## src/rtl/pwl_pkg.sv

```systemverilog
// Shared definitions for the piecewise-linear activation segment search:
// default widths, controller state encoding and a reference breakpoint table.
package pwl_pkg;

   localparam int XDW_DEF     = 16;
   localparam int SEG_NUM_DEF = 8;
   localparam int IDX_W_DEF   = 3;

   typedef enum logic [1:0] {
      IDLE   = 2'd0,
      SEARCH = 2'd1,
      DONE   = 2'd2
   } pwl_state_t;

   // Reference breakpoints, loaded by benches into the controller table.
   localparam logic [XDW_DEF-1:0] BP_DEFAULT [SEG_NUM_DEF+1] = '{
      16'd0, 16'd256, 16'd512, 16'd1024, 16'd2048,
      16'd4096, 16'd8192, 16'd16384, 16'd32767
   };

endpackage

```

## src/rtl/biggerAndSmallerOrEqual.sv

```systemverilog
// Range comparator: OUT is high when enabled and a < x <= b (unsigned).
// valid is a registered copy of en for callers that need a timed qualifier.
module biggerAndSmallerOrEqual #(
   parameter int DW = 16
) (
   input  logic          clk,
   input  logic          rst_n,
   input  logic          en,
   input  logic [DW-1:0] a,
   input  logic [DW-1:0] b,
   input  logic [DW-1:0] x,
   output logic          OUT,
   output logic          valid
);

   logic valid_q;
   logic valid_d;

   always_comb begin
      OUT     = en && (x > a) && (x <= b);
      valid_d = en;
   end

   always_ff @(posedge clk or negedge rst_n) begin
      if (!rst_n) begin
         valid_q <= 1'b0;
      end else begin
         valid_q <= valid_d;
      end
   end

   assign valid = valid_q;

endmodule

```

## src/rtl/pwl_segment_search_ctrl.sv

```systemverilog
// Sequential segment search for the PWL sigmoid/tanh: walks the breakpoint
// table one segment per cycle through one shared range comparator.
module pwl_segment_search_ctrl
   import pwl_pkg::*;
#(
   parameter  int xDW     = XDW_DEF,
   parameter  int SEG_NUM = SEG_NUM_DEF,
   parameter  int IDX_W   = IDX_W_DEF,
   localparam int AW      = $clog2(SEG_NUM + 1)
) (
   input  logic             clk,
   input  logic             rst_n,
   input  logic             cfg_we,
   input  logic [AW-1:0]    cfg_addr,
   input  logic [xDW-1:0]   cfg_data,
   output logic             cfg_busy,
   input  logic             in_valid,
   output logic             in_ready,
   input  logic [xDW-1:0]   x,
   output logic             out_valid,
   input  logic             out_ready,
   output logic [IDX_W-1:0] seg_idx,
   output logic             sign,
   output logic             sat
);

   pwl_state_t       state_q, state_d;
   logic [IDX_W-1:0] k_q, k_d;
   logic [xDW-1:0]   xabs_q, xabs_d;
   logic [IDX_W-1:0] seg_idx_q, seg_idx_d;
   logic             sign_q, sign_d;
   logic             sat_q, sat_d;
   logic             out_valid_q, out_valid_d;
   logic             in_ready_q, in_ready_d;
   logic             cfg_busy_q, cfg_busy_d;
   logic [xDW-1:0]   bp_q [SEG_NUM+1];
   logic [xDW-1:0]   bp_d [SEG_NUM+1];

   logic [AW-1:0]    k_lo;
   logic [AW-1:0]    k_hi;
   logic [xDW-1:0]   bp_lo;
   logic [xDW-1:0]   bp_hi;
   logic             cmp_en;
   logic             cmp_out;
   logic             hit;

   // Magnitude with the most-negative code clamped to the largest positive.
   function automatic logic [xDW-1:0] abs_sat(input logic signed [xDW-1:0] v);
      logic signed [xDW-1:0] neg_v;
      neg_v = -v;
      if (v == {1'b1, {(xDW-1){1'b0}}}) return {1'b0, {(xDW-1){1'b1}}};
      else if (v[xDW-1])                 return neg_v;
      else                               return v;
   endfunction

   assign k_lo   = AW'(k_q);
   assign k_hi   = AW'(k_q) + AW'(1);
   assign bp_lo  = bp_q[k_lo];
   assign bp_hi  = bp_q[k_hi];
   assign cmp_en = (state_q == SEARCH);

   biggerAndSmallerOrEqual #(
      .DW (xDW)
   ) u_cmp (
      .clk   (clk),
      .rst_n (rst_n),
      .en    (cmp_en),
      .a     (bp_lo),
      .b     (bp_hi),
      .x     (xabs_q),
      .OUT   (cmp_out),
      .valid ()
   );

   // A zero magnitude never satisfies a < x, so it is forced into segment 0.
   assign hit = cmp_out || ((k_q == '0) && (xabs_q == '0));

   always_comb begin
      state_q_copy: begin
         state_d   = state_q;
         k_d       = k_q;
         xabs_d    = xabs_q;
         seg_idx_d = seg_idx_q;
         sign_d    = sign_q;
         sat_d     = sat_q;
         bp_d      = bp_q;
      end

      if ((state_q == IDLE) && cfg_we && (cfg_addr <= AW'(SEG_NUM))) begin
         bp_d[cfg_addr] = cfg_data;
      end

      case (state_q)
         IDLE: begin
            if (in_valid) begin
               xabs_d  = abs_sat($signed(x));
               sign_d  = x[xDW-1];
               k_d     = '0;
               state_d = SEARCH;
            end
         end
         SEARCH: begin
            if (hit) begin
               seg_idx_d = k_q;
               sat_d     = 1'b0;
               state_d   = DONE;
            end else if (k_q == IDX_W'(SEG_NUM - 1)) begin
               seg_idx_d = IDX_W'(SEG_NUM - 1);
               sat_d     = 1'b1;
               state_d   = DONE;
            end else begin
               k_d = k_q + IDX_W'(1);
            end
         end
         DONE: begin
            if (out_ready) state_d = IDLE;
         end
         default: state_d = IDLE;
      endcase

      out_valid_d = (state_d == DONE);
      in_ready_d  = (state_d == IDLE);
      cfg_busy_d  = (state_d != IDLE);
   end

   always_ff @(posedge clk or negedge rst_n) begin
      if (!rst_n) begin
         state_q     <= IDLE;
         k_q         <= '0;
         xabs_q      <= '0;
         seg_idx_q   <= '0;
         sign_q      <= 1'b0;
         sat_q       <= 1'b0;
         out_valid_q <= 1'b0;
         in_ready_q  <= 1'b1;
         cfg_busy_q  <= 1'b0;
         bp_q        <= '{default: '0};
      end else begin
         state_q     <= state_d;
         k_q         <= k_d;
         xabs_q      <= xabs_d;
         seg_idx_q   <= seg_idx_d;
         sign_q      <= sign_d;
         sat_q       <= sat_d;
         out_valid_q <= out_valid_d;
         in_ready_q  <= in_ready_d;
         cfg_busy_q  <= cfg_busy_d;
         bp_q        <= bp_d;
      end
   end

   assign out_valid = out_valid_q;
   assign in_ready  = in_ready_q;
   assign cfg_busy  = cfg_busy_q;
   assign seg_idx   = seg_idx_q;
   assign sign      = sign_q;
   assign sat       = sat_q;

endmodule

```

## config.mk

```make
export PLATFORM = sky130hd
export DESIGN_NAME = pwl_segment_search_ctrl
export DESIGN_NICKNAME = d
export VERILOG_FILES = /design/src/rtl/pwl_pkg.sv /design/src/rtl/biggerAndSmallerOrEqual.sv /design/src/rtl/pwl_segment_search_ctrl.sv
export SDC_FILE = /design/constraint.sdc
export NUM_CORES = 1
export LEC_CHECK = 0
export CORE_MARGIN = 1.5
export CORE_UTILIZATION = 55
export DETAILED_ROUTE_END_ITERATION = 7
export GPL_TIMING_DRIVEN = 0
export PLACE_DENSITY = 0.74
export REMOVE_ABC_BUFFERS = 1
export SKIP_CTS_REPAIR_TIMING = 1
export SLEW_MARGIN = 10
export SYNTH_ARGS = -nofsm -noshare
export SYNTH_HDL_FRONTEND = slang
export SYNTH_HIERARCHICAL = 1
export SYNTH_SLANG_ARGS = --single-unit
```

## constraint.sdc

```tcl
create_clock -name clk -period 4.8 [get_ports clk]
set_clock_uncertainty 0.15 [all_clocks]
set_input_delay 1.2 -clock clk [delete_from_list [all_inputs] [get_ports clk]]
set_output_delay 1.2 -clock clk [all_outputs]
set_load 0.1 [all_outputs]
```

==> run metrics, run 1 <==
slowest library cell on the worst path=dfrtp_4; Overall Power=about 8.3 mW; vias per inst=6.42; largest net degree at the start of global routing=100; DP Worst Slack=-0.929 ns; Detailed Route Iter0 Violations=between 400 and 500; Antenna Nets Post-Route=0; GRT Resource Usage Total=0.271; worst path cell trace=buf_16 -> inv_1 -> ha_4 -> buf_12 -> mux4_2 -> mux2i_1 -> o21ai_0 -> inv_1 -> ha_1 -> a21oi_1 -> o21ai_1 -> a221oi_2 -> nor3_1 -> nor4b_2 -> or4b_4 -> mux2_2; peak supply drop=0.520 mV; die outline height=between 100 and 150 um; cell internal pwr=~5.1 mW; PortBufs=48; fin worst setup slack=~0.14 ns; CP required=just under 5 ns; Setup Crit Path Kind=reg2reg; Reg power frac=0.315; LEAKAGE=4.93 nW; setup violators final=0; Yosys Warn Count=6; Fin. Hold Viols=0; grt total ovfl=0; Final Max Slew Viols=0; share of cells above drive strength 1=0.391; CTS Buf Count=17; Starting Density=0.565; Finished Cell Area=between 10000 and 15000 um^2; Net Sw Power=about 3.2 mW; H-tree depth=4; post-route insts no fill=roughly 1000; placed instance count=a little under 1000; critical path startpoint category=register; status=completed; Clock Tree Buf Depth=2; fin crit share=0.972; Critical Path AT=slightly below 5 ns; DR WL/cell=23.9 um; drt drc=0; drt total wl=between 20 and 25 mm; Worst slew margin=0.123; core area=around 17000 um^2; die width=136 um; Routability Congestion=0.895; FMAX=about 210 MHz; post-route minimum period=~4.7 ns; die area=roughly 19000 um^2; area post-placement=about 11000 um^2; row cnt=48; NumNets Final=roughly 860; Hold Crit Class=reg2reg; sw frac=0.387; IO Count=just under 50; filler instances=~1200; Worst-Margin Slew=about 1.3 ns; clk slew on worst S/H paths=approximately 0.060 ns; crit path max fanout=47; vias in the first global route=between 6000 and 7000; Post-Syn Area=9800 um^2; Pwr Density=about 730 nW/um^2; vias=between 6000 and 7000; Max stage delay on crit path=about 0.47 ns; global-route wire length before repair=approximately 37 mm; Synth Instances=732; CTS sink cnt=approximately 170; cell family with most CP delay=simple AND/OR/NAND/NOR gates; CP bufs+invs=4; TritonRoute pass-1 iters=7; Post-Syn Area per Cell=roughly 13 um^2; # diodes=0; max-cap violation count=0; antenna violations before repair=0; CTS tree=done; Area growth syn-to-layout=15.5%; clock share of power=0.174; most used cell, CP=inv_1; Root Driver=clkbuf_16; HPWL after DPL=around 15 mm; CP Capture Type=register; Clk Latency, worst-skew pair=roughly 0.44 ns; Comb pwr share=0.510
-- final timing paths --
kind | endpoint | cells past startpoint | start | slack, ns
worst max-delay path | k_q[1]$_DFFE_PN0P_ | 16 | k_q[0]$_DFFE_PN0P_ | 0.14
worst min-delay path | sign$_DFFE_PN0P_ | 2 | sign$_DFFE_PN0P_ | 0.34
worst max register to register | k_q[1]$_DFFE_PN0P_ | 16 | k_q[0]$_DFFE_PN0P_ | 0.14
worst min register to register | sign$_DFFE_PN0P_ | 2 | sign$_DFFE_PN0P_ | 0.34
max in group asynchronous | bp_q[120]$_DFFE_PN0P_ | 2 | rst_n | 3.04
min in group asynchronous | bp_q[128]$_DFFE_PN0P_ | 1 | rst_n | 0.56
-- worst register-to-register path, cell delays in order (launching register included) --
cell and delay, ns:
dfrtp_4 0.47, buf_16 0.27, inv_1 0.20, ha_4 0.45, buf_12 0.26, mux4_2 0.36
mux2i_1 0.16, o21ai_0 0.11, inv_1 0.11, ha_1 0.27, a21oi_1 0.17, o21ai_1 0.10
a221oi_2 0.30, nor3_1 0.11, nor4b_2 0.47, or4b_4 0.27, mux2_2 0.33
-- power by group through the flow --
stage	combinational, mW	clock [mW]	sequential, mW
after floorplan	2.78	0	2.75
after global placement	3.65	0	2.74
after detailed placement	3.89	0	2.75
after CTS	3.94	1.46	2.73
after global routing	4.55	1.52	2.69
final	4.22	1.44	2.61
-- layout by cell type, fill, tap and decap left out, types with 3 or more instances in the layout --
master	n
nor2_1	20
or2_2	3
nor2_2	4
mux2_2	161
nand4_1	7
nand3_1	4
o21ai_0	24
clkdlybuf4s50_1	47
inv_1	37
clkinvlp_4	4
bufinv_16	3
nand2_1	40
o31ai_1	4
dfrtp_1	169
buf_4	11
clkbuf_16	17
nor4_1	7
mux2i_1	19
o22a_1	3
buf_16	4
a21oi_1	26
mux4_2	64
nor2b_1	5
ha_1	35
xor2_1	10
buf_8	5
-- layout make-up --
class | count | area [um^2] | share of cell area
inverters | 38 | 145 | 0.0128
flip-flops and latches | 173 | 4340 | 0.383
repair buffers | 69 | 778 | 0.0687
clock buffers | 20 | 457 | 0.0403
clock inverters | 12 | 160 | 0.0141
well taps | 225 | 282 | 0.0249
multi-input cells | 481 | 5160 | 0.456
-- flip-flops by register name (all words and copies together), names as in the netlist --
signal and flops:
in_ready 1, seg_idx 3, cfg_busy 1, sign 1, sat 1, xabs_q 16, state_q 2, out_valid 1
bp_q 144, k_q 3
-- through the flow --
step	setup TNS, ns	hold WS (ns)	utilization
after global routing	-0.154	0.373	0.652
after global placement	-747.30	0.310	0.597
after CTS	-7.97	0.340	0.644
after detailed placement	-7.19	0.324	0.609
final	0	0.336	0.652
after floorplan	-13.43	0.326	-
-- metal layers --
metal / GRT usage / up-vias / wire (um)
li1: - / 2846 / -
met1: 0.349 / 3413 / 10200
met2: 0.444 / 221 / 11800
met3: 0.0556 / 51 / 1450
met4: 0.117 / 0 / 845
met5: 0 / - / 0
Note: power is estimated with default switching activity, not from simulation.
==> run 2: changes to the inputs <==
- ABC_AREA: unset -> 1
==> run metrics, run 2 <==
slowest library cell on the worst path=dfrtp_1 (was dfrtp_4); Worst Hold Depth=2 (unchanged); share of cells above drive strength 1=0.0477 (was 0.391); CTS Buf Count=17 (unchanged); largest net degree at the start of global routing=111 (was 100); Pwr Density=680 nW/um^2 (was 730 nW/um^2); setup slack, reg-to-reg=0.16 ns (was 0.14 ns); H-tree depth=4 (unchanged); Overall Power=7.77 mW (was 8.27 mW); Antenna Nets Post-Route=0 (unchanged); CP required=5.03 ns (was 4.97 ns); Biggest register=bp_q (unchanged); critical path depth=21 (was 16); commonest cells after routing, fill and taps aside=nand2_1 (322), o21ai_0 (271), dfrtp_1 (170) (was dfrtp_1 (169), mux2_2 (161), mux4_2 (64)); FMAX=215 MHz (was 214 MHz); Worst slew margin=0.122 (was 0.123); TritonRoute pass-1 iters=6 (was 7); die area=19000 um^2 (was 18600 um^2); Root Driver=clkbuf_16 (unchanged); CP Capture Type=register (unchanged); max-cap violation count=0 (unchanged); Clk Latency, worst-skew pair=0.45 ns (was 0.44 ns); Top Registers=bp_q x144, xabs_q x16 (unchanged); core area=17900 um^2 (was 17400 um^2); Post-Syn Area per Cell=7.20 um^2 (was 13.4 um^2); CTS tree=done (unchanged); IO Count=49 (unchanged); Hold Crit Class=reg2reg (unchanged); Critical Path AT=4.88 ns (was 4.84 ns); NumNets Final=1470 (was 857); DP Worst Slack=-1.29 ns (was -0.929 ns); setup violators final=0 (unchanged); cell family with most CP delay=simple AND/OR/NAND/NOR gates (unchanged); worst reg2reg path depth=21 (was 16); Synth Instances=1391 (was 732); Setup Crit Path Kind=reg2reg (unchanged); fin crit share=0.968 (was 0.972); Clock Tree Buf Depth=2 (unchanged); peak supply drop=0.400 mV (was 0.520 mV); critical path startpoint category=register (unchanged); die width=138 um (was 136 um); vias in the first global route=8539 (was 6866); Yosys Warn Count=6 (unchanged); post-route minimum period=4.64 ns (was 4.66 ns); crit path max fanout=33 (was 47); PortBufs=48 (unchanged); row cnt=49 (was 48); setup TNS=0 ns (unchanged); vias=9480 (was 6531); Area growth syn-to-layout=14.1% (was 15.5%); Worst-Margin Slew=1.31 ns (about the same); drt total wl=28.4 mm (was 24.3 mm); Post-Syn Area=10000 um^2 (was 9800 um^2); Fin. Hold Viols=0 (unchanged); global-route wire length before repair=43.7 mm (was 37.2 mm); Detailed Route Iter0 Violations=916 (was 497); status=completed (unchanged); GRT Resource Usage Total=0.301 (was 0.271); HPWL after DPL=16.5 mm (was 15.4 mm); LEAKAGE=5.30 nW (was 4.93 nW); # diodes=0 (unchanged); most used cell, CP=nand2_1 (was inv_1); fin worst setup slack=0.155 ns (was 0.136 ns); Max stage delay on crit path=1.07 ns (was 0.47 ns); drt drc=0 (unchanged); CP bufs+invs=5 (was 4); DR WL/cell=17.4 um (was 23.9 um); vias per inst=5.80 (was 6.42); die outline height=138 um (was 136 um); Routability Congestion=0.887 (was 0.895); max FFs per register=144 (unchanged); most common cell after layout, fill and taps aside=nand2_1 (was dfrtp_1); Final Max Slew Viols=0 (unchanged); clk slew on worst S/H paths=0.06 ns (about the same); Starting Density=0.560 (was 0.565); placed instance count=1594 (was 973); post-route insts no fill=1634 (was 1018); CTS sink cnt=173 (unchanged); worst path cell trace=ha_1 -> inv_2 -> nand4_1 -> buf_4 -> o21ai_0 -> inv_1 -> ha_1 -> nand2_1 -> inv_2 -> nand2_1 -> nand2_1 -> nand2_1 -> nand2_1 -> nand2_1 -> a21oi_1 -> nor2_1 -> inv_1 -> nand3_1 -> nand2_1 -> nand2_1 -> nor2_1 (was buf_16 -> inv_1 -> ha_4 -> buf_12 -> mux4_2 -> mux2i_1 -> o21ai_0 -> inv_1 -> ha_1 -> a21oi_1 -> o21ai_1 -> a221oi_2 -> nor3_1 -> nor4b_2 -> or4b_4 -> mux2_2); grt total ovfl=0 (unchanged); antenna violations before repair=0 (unchanged)
## run 2: final timing paths
check,start,end
max in group asynchronous,rst_n,k_q[0]$_DFFE_PN0P_
worst max register to register,k_q[2]$_DFFE_PN0P_,in_ready$_DFF_PN1_
worst min register to register,bp_q[5]$_DFFE_PN0P_,bp_q[5]$_DFFE_PN0P_
worst min-delay path,bp_q[5]$_DFFE_PN0P_,bp_q[5]$_DFFE_PN0P_
worst max-delay path,k_q[2]$_DFFE_PN0P_,in_ready$_DFF_PN1_
min in group asynchronous,rst_n,bp_q[23]$_DFFE_PN0P_
## run 2: cell type report
type,instances,area (um^2)
clock buffer,20,457
clock inverter,11,191
fill,1588,6480
inverter,159,613
multi-input combinational,980,4810
sequential,173,4340
tap,229,287
timing repair buffer,62,729
## run 2: worst reg2reg max path, cell delays in order (launching register included)
cell	delay (ns)
dfrtp_1	1.07
ha_1	0.40
inv_2	0.61
nand4_1	0.25
buf_4	0.24
o21ai_0	0.29
inv_1	0.09
ha_1	0.29
nand2_1	0.06
inv_2	0.06
nand2_1	0.05
nand2_1	0.06
nand2_1	0.05
nand2_1	0.09
nand2_1	0.06
a21oi_1	0.12
nor2_1	0.07
inv_1	0.09
nand3_1	0.08
nand2_1	0.21
nand2_1	0.12
nor2_1	0.10
## run 2: stage by stage
step | hold slack [ns] | util | cell area [um^2]
5_1_grt | 0.353 | 0.638 | 11400
3_5_place_dp | 0.323 | 0.593 | 10600
4_1_cts | 0.339 | 0.629 | 11300
6_report | 0.335 | 0.638 | 11400
3_3_place_gp | 0.316 | 0.585 | 10500
2_1_floorplan | 0.303 | - | 9700
## run 2: power by group
group	total [mW]	switching, mW	internal (mW)	leakage [nW]
clock network	1.55	0.605	0.948	0.320
logic	3.93	2.54	1.40	2.72
registers	2.28	0.361	1.92	2.26
total	7.77	3.50	4.27	5.30
## run 2: metal layers
metal  global-route usage  share of wire  up-vias
li1                     -              -     4572
met1                0.405           0.43     4461
met2                0.493           0.47      369
met3               0.0519          0.074       78
met4                0.106          0.030        0
met5                    0              0        -
